`config.mk`:
```
export PLATFORM = sky130hd
export DESIGN_NAME = dmem_arbiter
export DESIGN_NICKNAME = d
export VERILOG_FILES = /design/src/rtl/dmem_arb_pkg.sv /design/src/rtl/arb_pick2.sv /design/src/rtl/dmem_arbiter.sv
export SDC_FILE = /design/constraint.sdc
export NUM_CORES = 1
export LEC_CHECK = 0
export ABC_AREA = 1
export CAP_MARGIN = 25
export CORE_MARGIN = 5
export CORE_UTILIZATION = 31
export CTS_CLUSTER_SIZE = 12
export DETAILED_ROUTE_END_ITERATION = 12
export PLACE_DENSITY = 0.79
export SLEW_MARGIN = 0
export SYNTH_ARGS = -nofsm -noshare
export SYNTH_HDL_FRONTEND = slang
export SYNTH_SLANG_ARGS = --single-unit
```
`constraint.sdc`:
```
create_clock -name clk -period 4.7 [get_ports clk]
set_input_delay 1.175 -clock clk [delete_from_list [all_inputs] [get_ports clk]]
set_output_delay 1.175 -clock clk [all_outputs]
set_load 0.02 [all_outputs]
```
`src/rtl/dmem_arb_pkg.sv`:
```
// Shared types and constants for the two-requester data-memory arbiter.
package dmem_arb_pkg;

    typedef enum logic [1:0] {
        StIdle,
        StOwn0,
        StOwn1
    } arb_state_e;

    localparam int unsigned PRIO_RR    = 0;
    localparam int unsigned PRIO_FIXED = 1;

    // Identifies one of the two requesters.
    typedef logic req_idx_t;

endpackage

```
`src/rtl/arb_pick2.sv`:
```
// Combinational 2-way pick: forced requester 1 first, then fixed or round-robin tie-break.
module arb_pick2
    import dmem_arb_pkg::*;
(
    input  logic     req0,
    input  logic     req1,
    input  req_idx_t last_winner,
    input  logic     mode,
    input  logic     force1,
    output logic     pick0,
    output logic     pick1
);

    always_comb begin
        pick0 = 1'b0;
        pick1 = 1'b0;
        if (force1 && req1) begin
            pick1 = 1'b1;
        end else if (req0 && req1) begin
            // mode=1 is fixed priority; otherwise favour whoever did not win last.
            if (mode || (last_winner == 1'b1)) begin
                pick0 = 1'b1;
            end else begin
                pick1 = 1'b1;
            end
        end else begin
            pick0 = req0;
            pick1 = req1;
        end
    end

endmodule

```
`src/rtl/dmem_arbiter.sv`:
```
// Shares one data_mem port between the MEM stage (0) and the loader (1) with burst locking.
// Optional starvation breaker enabled by defining DMEM_ARB_STARVE_EN.
module dmem_arbiter
    import dmem_arb_pkg::*;
#(
    parameter int unsigned ADDR_W    = 32,
    parameter int unsigned DATA_W    = 32,
    parameter int unsigned PRIO_MODE = 0,
    parameter int unsigned MAX_WAIT  = 8
) (
    input  logic              clk,
    input  logic              rst,
    input  logic              req0,
    input  logic              req1,
    input  logic              we0,
    input  logic              we1,
    input  logic              lock0,
    input  logic              lock1,
    input  logic [ADDR_W-1:0] addr0,
    input  logic [ADDR_W-1:0] addr1,
    input  logic [DATA_W-1:0] wdata0,
    input  logic [DATA_W-1:0] wdata1,
    output logic              gnt0,
    output logic              gnt1,
    output logic              rvalid0,
    output logic              rvalid1,
    output logic [DATA_W-1:0] rdata,
    output logic              mem_r,
    output logic              mem_w,
    output logic [ADDR_W-1:0] mem_addr,
    output logic [DATA_W-1:0] mem_wdata,
    input  logic [DATA_W-1:0] mem_rdata
);

    arb_state_e        state_q, state_d;
    req_idx_t          last_q, last_d;
    logic [ADDR_W-1:0] addr_q;
    logic [DATA_W-1:0] wdata_q;
    logic              rvalid0_q, rvalid1_q;
    logic              pick0, pick1;
    logic              starve0, starve1;
    logic              xfer0, xfer1;

`ifdef DMEM_ARB_STARVE_EN
    localparam int unsigned      WaitW   = $clog2(MAX_WAIT + 1);
    localparam logic [WaitW-1:0] WaitMax = WaitW'(MAX_WAIT);

    logic [WaitW-1:0] wait0_q, wait0_d, wait1_q, wait1_d;

    assign starve0 = req0 && (wait0_q == WaitMax);
    assign starve1 = req1 && (wait1_q == WaitMax);

    always_comb begin
        wait0_d = '0;
        wait1_d = '0;
        if (req0 && !gnt0) begin
            wait0_d = (wait0_q == WaitMax) ? wait0_q : wait0_q + WaitW'(1);
        end
        if (req1 && !gnt1) begin
            wait1_d = (wait1_q == WaitMax) ? wait1_q : wait1_q + WaitW'(1);
        end
    end

    always_ff @(posedge clk or posedge rst) begin
        if (rst) begin
            wait0_q <= '0;
            wait1_q <= '0;
        end else begin
            wait0_q <= wait0_d;
            wait1_q <= wait1_d;
        end
    end
`else
    logic unused_max_wait;
    assign unused_max_wait = ^MAX_WAIT;
    assign starve0 = 1'b0;
    assign starve1 = 1'b0;
`endif

    arb_pick2 u_pick (
        .req0        (req0),
        .req1        (req1),
        .last_winner (last_q),
        .mode        (PRIO_MODE == PRIO_FIXED),
        .force1      (starve1),
        .pick0       (pick0),
        .pick1       (pick1)
    );

    always_comb begin
        gnt0 = 1'b0;
        gnt1 = 1'b0;
        unique case (state_q)
            StOwn0:  gnt0 = req0;
            StOwn1:  gnt1 = req1;
            default: begin
                gnt0 = pick0;
                gnt1 = pick1;
            end
        endcase
        // A starved requester overrides both priority and any lock.
        if (starve1) begin
            gnt0 = pick0;
            gnt1 = pick1;
        end else if (starve0) begin
            gnt0 = 1'b1;
            gnt1 = 1'b0;
        end
        if (rst) begin
            gnt0 = 1'b0;
            gnt1 = 1'b0;
        end
    end

    assign xfer0 = req0 && gnt0;
    assign xfer1 = req1 && gnt1;

    assign mem_r     = (xfer0 && !we0) || (xfer1 && !we1);
    assign mem_w     = (xfer0 && we0) || (xfer1 && we1);
    assign mem_addr  = xfer0 ? addr0 : (xfer1 ? addr1 : addr_q);
    assign mem_wdata = xfer0 ? wdata0 : (xfer1 ? wdata1 : wdata_q);
    assign rvalid0   = rvalid0_q;
    assign rvalid1   = rvalid1_q;
    assign rdata     = mem_rdata;

    always_comb begin
        state_d = state_q;
        last_d  = last_q;
        if (xfer0) begin
            last_d = 1'b0;
        end else if (xfer1) begin
            last_d = 1'b1;
        end
        if (starve0 || starve1) begin
            if (xfer1) begin
                state_d = lock1 ? StOwn1 : StIdle;
            end else if (xfer0) begin
                state_d = lock0 ? StOwn0 : StIdle;
            end
        end else begin
            unique case (state_q)
                StOwn0: if (!lock0) state_d = StIdle;
                StOwn1: if (!lock1) state_d = StIdle;
                default: begin
                    if (xfer0 && lock0) begin
                        state_d = StOwn0;
                    end else if (xfer1 && lock1) begin
                        state_d = StOwn1;
                    end
                end
            endcase
        end
    end

    always_ff @(posedge clk or posedge rst) begin
        if (rst) begin
            state_q   <= StIdle;
            last_q    <= 1'b1;
            addr_q    <= '0;
            wdata_q   <= '0;
            rvalid0_q <= 1'b0;
            rvalid1_q <= 1'b0;
        end else begin
            state_q   <= state_d;
            last_q    <= last_d;
            addr_q    <= mem_addr;
            wdata_q   <= mem_wdata;
            rvalid0_q <= xfer0 && !we0;
            rvalid1_q <= xfer1 && !we1;
        end
    end

endmodule

```
==> results, run 1 <==
- The post-synthesis net count is 598.
- The number of standard cells in the layout, taps in and fillers out is 736.
- The number of standard cells after synthesis is 428.
- The weighted congestion at the end of routability-driven global placement is 0.807.
- After clock tree synthesis, the clock-pin slew on the worst setup and hold paths is 0.06 ns.
- Sequential cells burn 23.7% of the power.
- Summing all placed instances gives a cell area of 5400 um^2.
- The layout cell share with drive strength beyond 1 is 5.03%.
- The number of post-CTS setup repair buffers is 0.
- The count of clock tree sinks is 69.
- CTS placed an instance of clkbuf_16 at the clock tree root.
- Using the TritonRoute via totals, the vias-per-cell ratio works out to 4.77.
- Across the routed clock network, the largest skew measured is 0.00762 ns.
- The initial antenna violation count was 0.
- The total of flip-flops plus latches after synthesis is 69.
- For the worst setup path, the data arrival time is 3.36 ns.
- Dividing the final minimum period by the clock period gives 96.6%.
- The worst endpoint required time is 3.52 ns.
- The number of slew-limit violations in the final report is 0.
- The detailed-route DRC error count is 0.
- The net switching power is 1.72 mW.
- The library cell used most frequently in the layout, excluding fill and tap cells, is clkdlybuf4s50_1.
- For this run, the register share of the synthesized area comes to 49.6%.
- The initial standard-cell utilization of the core is 31.9%.
- The final hold violation count is 0.
- The time the final worst path needs with I/O delays and setup is 4.54 ns.
- For this block, the routed nets add up to 11.7 mm of wire.
- The cell area after synthesis is 3480 um^2.
- The routed via count is 3,512.
- Across the run, the number of max-cap violations was 0.
- The number of detailed-route iterations in the first pass is 4.
- Combinational logic burns 59.7% of the power.
- The y dimension of the die is 116 um.
- The library cells used most frequently in the layout, excluding fill and tap cells, are clkdlybuf4s50_1 (190), nand2_1 (140), nor2_1 (71).
- In this run the static leakage power is 2.61 nW.
- The worst-case vdd ir drop is 391 uV.
- The overflow left after global routing is 0.
- The clock passes through at most 2 buffers.
- The number of warnings printed during yosys synthesis is 0.
- The power density over the cells is 724 nW/um^2.
- Timing would allow up to 0.220 GHz.
- The clock tree synthesis step divided the H-tree into 3 levels.
- The count of inserted antenna diode cells is 0.
- Dividing the detail-routed wire length by the instance count gives 15.9 um.
- Once layout is done, the placed cells without fillers occupy 5770 um^2.
- The flow ran to the end, and the final reports show no timing, DRC or antenna violations.
- The part of the total power dissipated in the clock network is 16.6%.
- The maximum net fanout on the critical path is 35.
- The cell row count is 38.
- The number of unique standard cell types used by synthesis is 20.
- The floorplan step defined a die boundary enclosing 13,500 um^2.
- The area growth from synthesis to layout is 65.7%.
- The detailed router finished its first iteration with 219 violations.
- In this run the mean area of a mapped cell was 8.14 um^2.
- TritonCTS built the clock tree.
- The worst hold slack across all endpoints is 0.502 ns.
- For the pin with the worst max-slew slack, the measured transition is 0.876 ns.
- The count of nets left with antenna violations once routing finished came out at 0.
- The worst relative slew slack is 41.6%.
- The via count of the first global-routing pass is 3,552.
- STA classifies the critical path startpoint as an input port.
- The x dimension of the die is 116 um.
- The internal power of the cells is 2.46 mW.
- The worst setup path is of the in2out kind.
- Setup repair after global routing left no endpoint under its margin.
- The count of final setup violators is 0.
- The worst min-delay path category is reg2reg.
- The wire-length estimate of the detail-placed layout is 8.37 mm.
- Net switching is 41.2% of the power.
- The core outline area is 10,900 um^2.
- The global router's overall resource usage is 16.4%.
- The number of primary I/O pins is 270.
- The latest clock arrival within the worst-skew pair is 0.33 ns.
- The worst setup path is captured at a primary output.
- The pin count of the biggest net entering global routing is 69.
- The net count of the finished layout is 761.
- Setup total negative slack on the finished layout was measured at 0 ns.
- Input and output buffers added on the ports amount to 205.
- The first global-routing pass estimated 17.4 mm of wire.
- The number of placed instances, taps included is 719.
- TritonCTS created 9 clock buffers.
[per-layer routing]
metal  vias to the layer above  global-route usage (%)  wire length (um)
li1                       1692                       -                 -
met1                      1608                    19.3              4610
met2                       175                    27.3              5580
met3                        37                    4.75              1160
met4                         0                    8.43               342
met5                         -                       0                 0
[synthesized netlist by cell type, drive strengths merged]
| library cell | count | area (um^2) |
|---|---|---|
| o22ai | 1 | 6.26 |
| a31oi | 64 | 400 |
| dfrtp | 68 | 1700 |
| dfstp | 1 | 26.3 |
| clkinv | 1 | 3.75 |
| inv | 9 | 33.8 |
| o21ai | 1 | 5.00 |
| clkbuf | 5 | 18.8 |
| nand2 | 142 | 538 |
| buf | 55 | 409 |
| nand3 | 4 | 20.0 |
| nor2 | 72 | 273 |
| a22o | 2 | 17.5 |
| nand4 | 1 | 6.26 |
| ha | 2 | 25.0 |
[what timing repair did]
item / in CTS / in global routing
endpoints found under the setup margin: 0 / 39
hold buffers: 0 / 0
gates resized for setup: 0 / 15
[power by group through the flow]
stage,Clock (mW),Sequential [mW],Combinational [mW]
after floorplan,0,0.984,1.41
after global placement,0,0.994,2.46
after detailed placement,0,1.00,2.52
after CTS,0.714,0.995,2.52
after global routing,0.738,1.02,2.70
final,0.695,0.992,2.49
[area by class of cell]
cell class              count  area, um^2
fillers                  1002        5160
repair buffers            212        2220
flip-flops and latches     69        1730
multi-input cells         289        1300
clock buffers              11         253
well taps                 140         175
clock inverters             5        58.8
inverters                  10        41.3
[critical path: stages]
cell             delay (ns)
clkdlybuf4s50_1        0.44
clkinvlp_4             0.10
nand2_1                0.06
nor2_2                 0.13
nand2_2                0.16
inv_2                  0.14
buf_12                 0.21
nand2_1                0.07
a31oi_1                0.21
clkdlybuf4s50_1        0.66
[per-stage QoR]
| step | worst slack [ns] | utilization (%) | power, mW |
|---|---|---|---|
| floorplan | 0.226 | - | 2.40 |
| global placement | 0.110 | 49.4 | 3.45 |
| detailed placement | 0.0135 | 49.4 | 3.52 |
| CTS | 0.0239 | 52.2 | 4.23 |
| global route | 0.00173 | 52.8 | 4.46 |
| finish | 0.160 | 52.8 | 4.18 |
[flip-flops by register name, summed over array words and instances, names as in the netlist]
name,cells
rvalid1,1
addr_q,32
rvalid0,1
wdata_q,32
state_q,2
last_q,1
[logic make-up after synthesis]
group	share of synthesized area (%)
compound gates	12.3
fa+ha+maj	0.718
buf+inv	13.4
flops	49.6
simple gates	24.0
[final timing paths]
path	start	end	slack (ns)	depth (start not counted)
worst max-delay path	rst	mem_wdata[10]	0.16	10
worst min-delay path	state_q[1]	state_q[1]	0.50	2
worst max register to register	state_q[0]	addr_q[23]	2.77	9
worst min register to register	state_q[1]	state_q[1]	0.50	2
max in group asynchronous	rst	addr_q[26]	2.59	3
min in group asynchronous	rst	last_q	1.23	2
No activity file was read; power rests on OpenSTA's default activity.
==> run 2, diff against run 1 <==
- PLACE_DENSITY: 0.79 -> 0.77
- SYNTH_HIERARCHICAL: default -> 1
==> run 2 against run 1 <==
- maximum frequency rose by 2.8%
- combinational power rose by 3%
- sequential power fell by 1%
- cell count rose by 8.3%
- sequential share of layout area fell by 2.8 points
- first-iteration DRC count fell by 26%
- clock skew barely moved
- die area rose by 3.0%
- clock power fell by 4.0%
- highest routed layer unchanged
- critical path type unchanged
==> results, run 2 <==
- The cell occurring most often along the worst timing path is buf_4.
- The cell type with the largest total area after synthesis is dfrtp_1.
- The number of antenna-violating nets in the routed design is 0.
- STA classifies the critical path endpoint as a primary output.
- The worst endpoint required time is 3.52 ns.
- Entering global routing, the biggest net connects 70 pins.
- The first-pass GRT wire length is 20.1 mm.
- Global routing consumed, over all layers together, 17.2% of the routing resources.
- The via count of the first global-routing pass is 4,147.
- The number of slew-limit violations in the final report is 0.
- For the pin with the worst max-slew slack, the measured transition is 0.886 ns.
- Counting tap cells, the placed design contains a total of 781 instances.
- The longest clock path from root to sink contains 2 buffers.
- The clock tree root driver cell is clkbuf_16.
- The maximum clock skew at final layout is 0.00771 ns.
- The number of different library cells used by synthesis comes to 21.
- The reported leakage power is 3.33 nW.
- The total of flip-flops plus latches after synthesis is 69.
- The number of standard cells after synthesis is 445.
- Detailed placement finished with a half-perimeter wire length of 9.09 mm.
- The share of the clock period used by the worst path is 93.9%.
- The number of hold buffers added after CTS was 0.
- Buffers placed on the I/O ports in this run total 205.
- The layout cell share with drive strength beyond 1 is 11.6%.
- The power density over the cells is 661 nW/um^2.
- Hold is met by 0.464 ns.
- The area growth from synthesis to layout is 77.1%.
- Once the floorplan was initialized, standard cells occupied 31.5% of the core.
- Routability-driven placement finished with a final weighted congestion of 0.792.
- TritonCTS built the clock tree.
- In this run the worst path has a maximum fanout of 67.
- After floorplanning, the core was divided into 39 placement rows.
- The logic depth of the worst register-to-register path is 10.
- The x dimension of the die is 118 um.
- The number of synthesized flops with an enable pin is 0.
- The number of detailed-route iterations in the first pass is 4.
- The clock tree synthesis step divided the H-tree into 3 levels.
- At the end of the flow, the number of nets in the layout was 819.
- Summing over every cut layer, the via total after detailed routing is 3,956.
- nand2_1 is the most common cell in the netlist.
- The run finished with clean final reports.
- Setup repair after global routing left no endpoint under its margin.
- Setup violations remaining at the end of the flow were counted as 0.
- The iteration-0 DRC count of the detailed router is 161.
- The largest individual stage delay along the critical path comes from the cell clkdlybuf4s50_1.
- Leaving out fill and tap cells, the most frequent cell in the layout is clkdlybuf4s50_1.
- The Yosys step of the flow raised 6 warnings.
- Headroom to the max-slew limit came out at 40.9%.
- The die covers 13,900 um^2.
- After detailed routing, the average wire length per cell comes to 15.8 um.
- Traced cell by cell, the critical path runs through clkdlybuf4s50_1 -> nand2_1 -> o21ai_0 -> inv_1 -> a21oi_1 -> buf_4 -> nand3_4 -> buf_16 -> buf_4 -> nor2_1 -> a31oi_1 -> dlygate4sd2_1.
- The total design power is 4.21 mW.
- The final hold violation count is 0.
- The tree built by TritonCTS fans out to 69 sinks.
- The async set-reset flop share out of synthesis is 100%.
- The detailed-route DRC error count is 0.
- The floorplan step defined a core boundary enclosing 11,400 um^2.
- In this run the count of I/O pins placed on the die edge is 270.
- The synthesized area per cell is 8.08 um^2.
- The number of standard cells in the layout, taps in and fillers out is 797.
- In this run the biggest area consumer among cell types represents 47.3% of the synthesized area.
- The worst hold path cell count is 2.
- Measured along the y axis, the die boundary spans 118 um.
- The final critical-path setup slack is 0.285 ns.
- The total wire length is 12.6 mm.
- The worst min-delay path category is reg2reg.
- For the worst setup path, the data arrival time is 3.24 ns.
- The largest registers in the layout are addr_q (32), wdata_q (32), state_q (2).
- The maximum operating frequency is 0.227 GHz.
- By count the netlist is led by nand2_1 (79), nor2_1 (72), nand3_1 (70).
- The number of max-cap violations is 0.
- Yosys attributes the largest share of cell area to dfrtp_1 (47%), a31oi_1 (11%), nand3_1 (9.7%).
- The synthesized netlist occupies a cell area of 3600 um^2.
- The largest stage delay on the critical path is 0.50 ns.
- The clock transition time at the flip-flop clock pins of the worst setup and hold paths is 0.06 ns.
- The type of the worst setup path is in2out.
- The initial antenna violation count is 0.
- In the layout the commonest cells are clkdlybuf4s50_1 (138), nand2_1 (79), nor2_1 (72).
- IR analysis of the VDD net gives a maximum drop of 396 uV.
- The commonest register cell after synthesis is dfrtp_1.
- The ratio of routed vias to standard cells is 4.96.
- The sequential cell area fraction in the yosys report is 48.0%.
- The pre-CTS worst setup slack is -0.00902 ns.
- The time the final worst path needs with I/O delays and setup is 4.41 ns.
- The total clock buffers created by CTS is 9.
- The overflow left after global routing is 0.
- STA classifies the critical path startpoint as an input port.
- The number of antenna diodes in the final layout is 0.
- The summed negative setup slack over all endpoints is 0 ns.
- The clock reaches the later pin of the worst-skew pair after 0.32 ns.
-- run 2: changes by cell type in the layout (fill, tap and decap cells not counted), moves of 2 or more --
cell             change
a21oi_1              +2
buf_4               +47
clkbuf_1             +2
clkdlybuf4s50_1     -52
conb_1               +2
dlygate4sd2_1        +2
dlymetal6s2s_1      +49
inv_1                +3
nand2_1             -61
nand3_1             +64
-- run 2: critical path: cells and delay by family --
kind	cells	cell delay (ns)
and+or+nand+nor	3	0.25
buffers and inverters	6	1.46
AOI/OAI and AO/OA	3	0.33
-- run 2: final timing paths --
check                                start           to  slack (ns)
max in group asynchronous              rst  wdata_q[31]        2.46
worst min register to register      last_q       last_q        0.46
worst min-delay path                last_q       last_q        0.46
worst max register to register  state_q[0]   addr_q[12]        2.68
min in group asynchronous              rst      rvalid0        1.64
worst max-delay path                  req0  mem_addr[4]        0.29
-- run 2: cell families (layout without fill, tap and decap cells) --
group / after synthesis / in the layout / share of synthesized area (%)
AOI/OAI and AO/OA: 69 / 69 / 12.0
adders and majority gates: 2 / 2 / 0.696
buffers and inverters: 78 / 286 / 12.8
DFF: 69 / 69 / 48.0
other: 1 / 2 / 0.104
and+or+nand+nor: 226 / 226 / 26.4
-- run 2: final cells by class --
| type | count | area (um^2) |
|---|---|---|
| timing repair buffer | 259 | 2690 |
| inverter | 11 | 45.0 |
| tap | 143 | 179 |
| multi-input combinational | 299 | 1430 |
| clock buffer | 12 | 246 |
| fill | 1009 | 5050 |
| sequential | 69 | 1730 |
| clock inverter | 4 | 47.5 |
-- run 2: stage by stage --
stage	area [um^2]	util, %
4_1_cts	6200	54.3
6_report	6370	55.8
3_3_place_gp	5910	51.8
3_5_place_dp	5910	51.8
2_1_floorplan	3600	-
5_1_grt	6370	55.8
-- run 2: what timing repair did --
action | CTS | global route
gates cloned | 0 | 0
setup buffers | 0 | 0
gates resized for setup | 2 | 65
setup endpoints to repair | 2 | 64
-- run 2: report_power, final --
| group | internal [mW] | total [mW] | switching (mW) | leakage [nW] |
|---|---|---|---|---|
| sequential | 0.899 | 0.981 | 0.0821 | 0.814 |
| clock | 0.424 | 0.667 | 0.243 | 0.143 |
| combinational | 1.24 | 2.56 | 1.33 | 2.38 |
-- run 2: layer usage --
| metal | GRT usage, % | vias up | routed length, um |
|---|---|---|---|
| met4 | 5.45 | 0 | 199 |
| met5 | 0 | - | 0 |
| li1 | - | 1885 | - |
| met2 | 30.6 | 172 | 6450 |
| met1 | 20.2 | 1870 | 5020 |
| met3 | 4.52 | 29 | 892 |
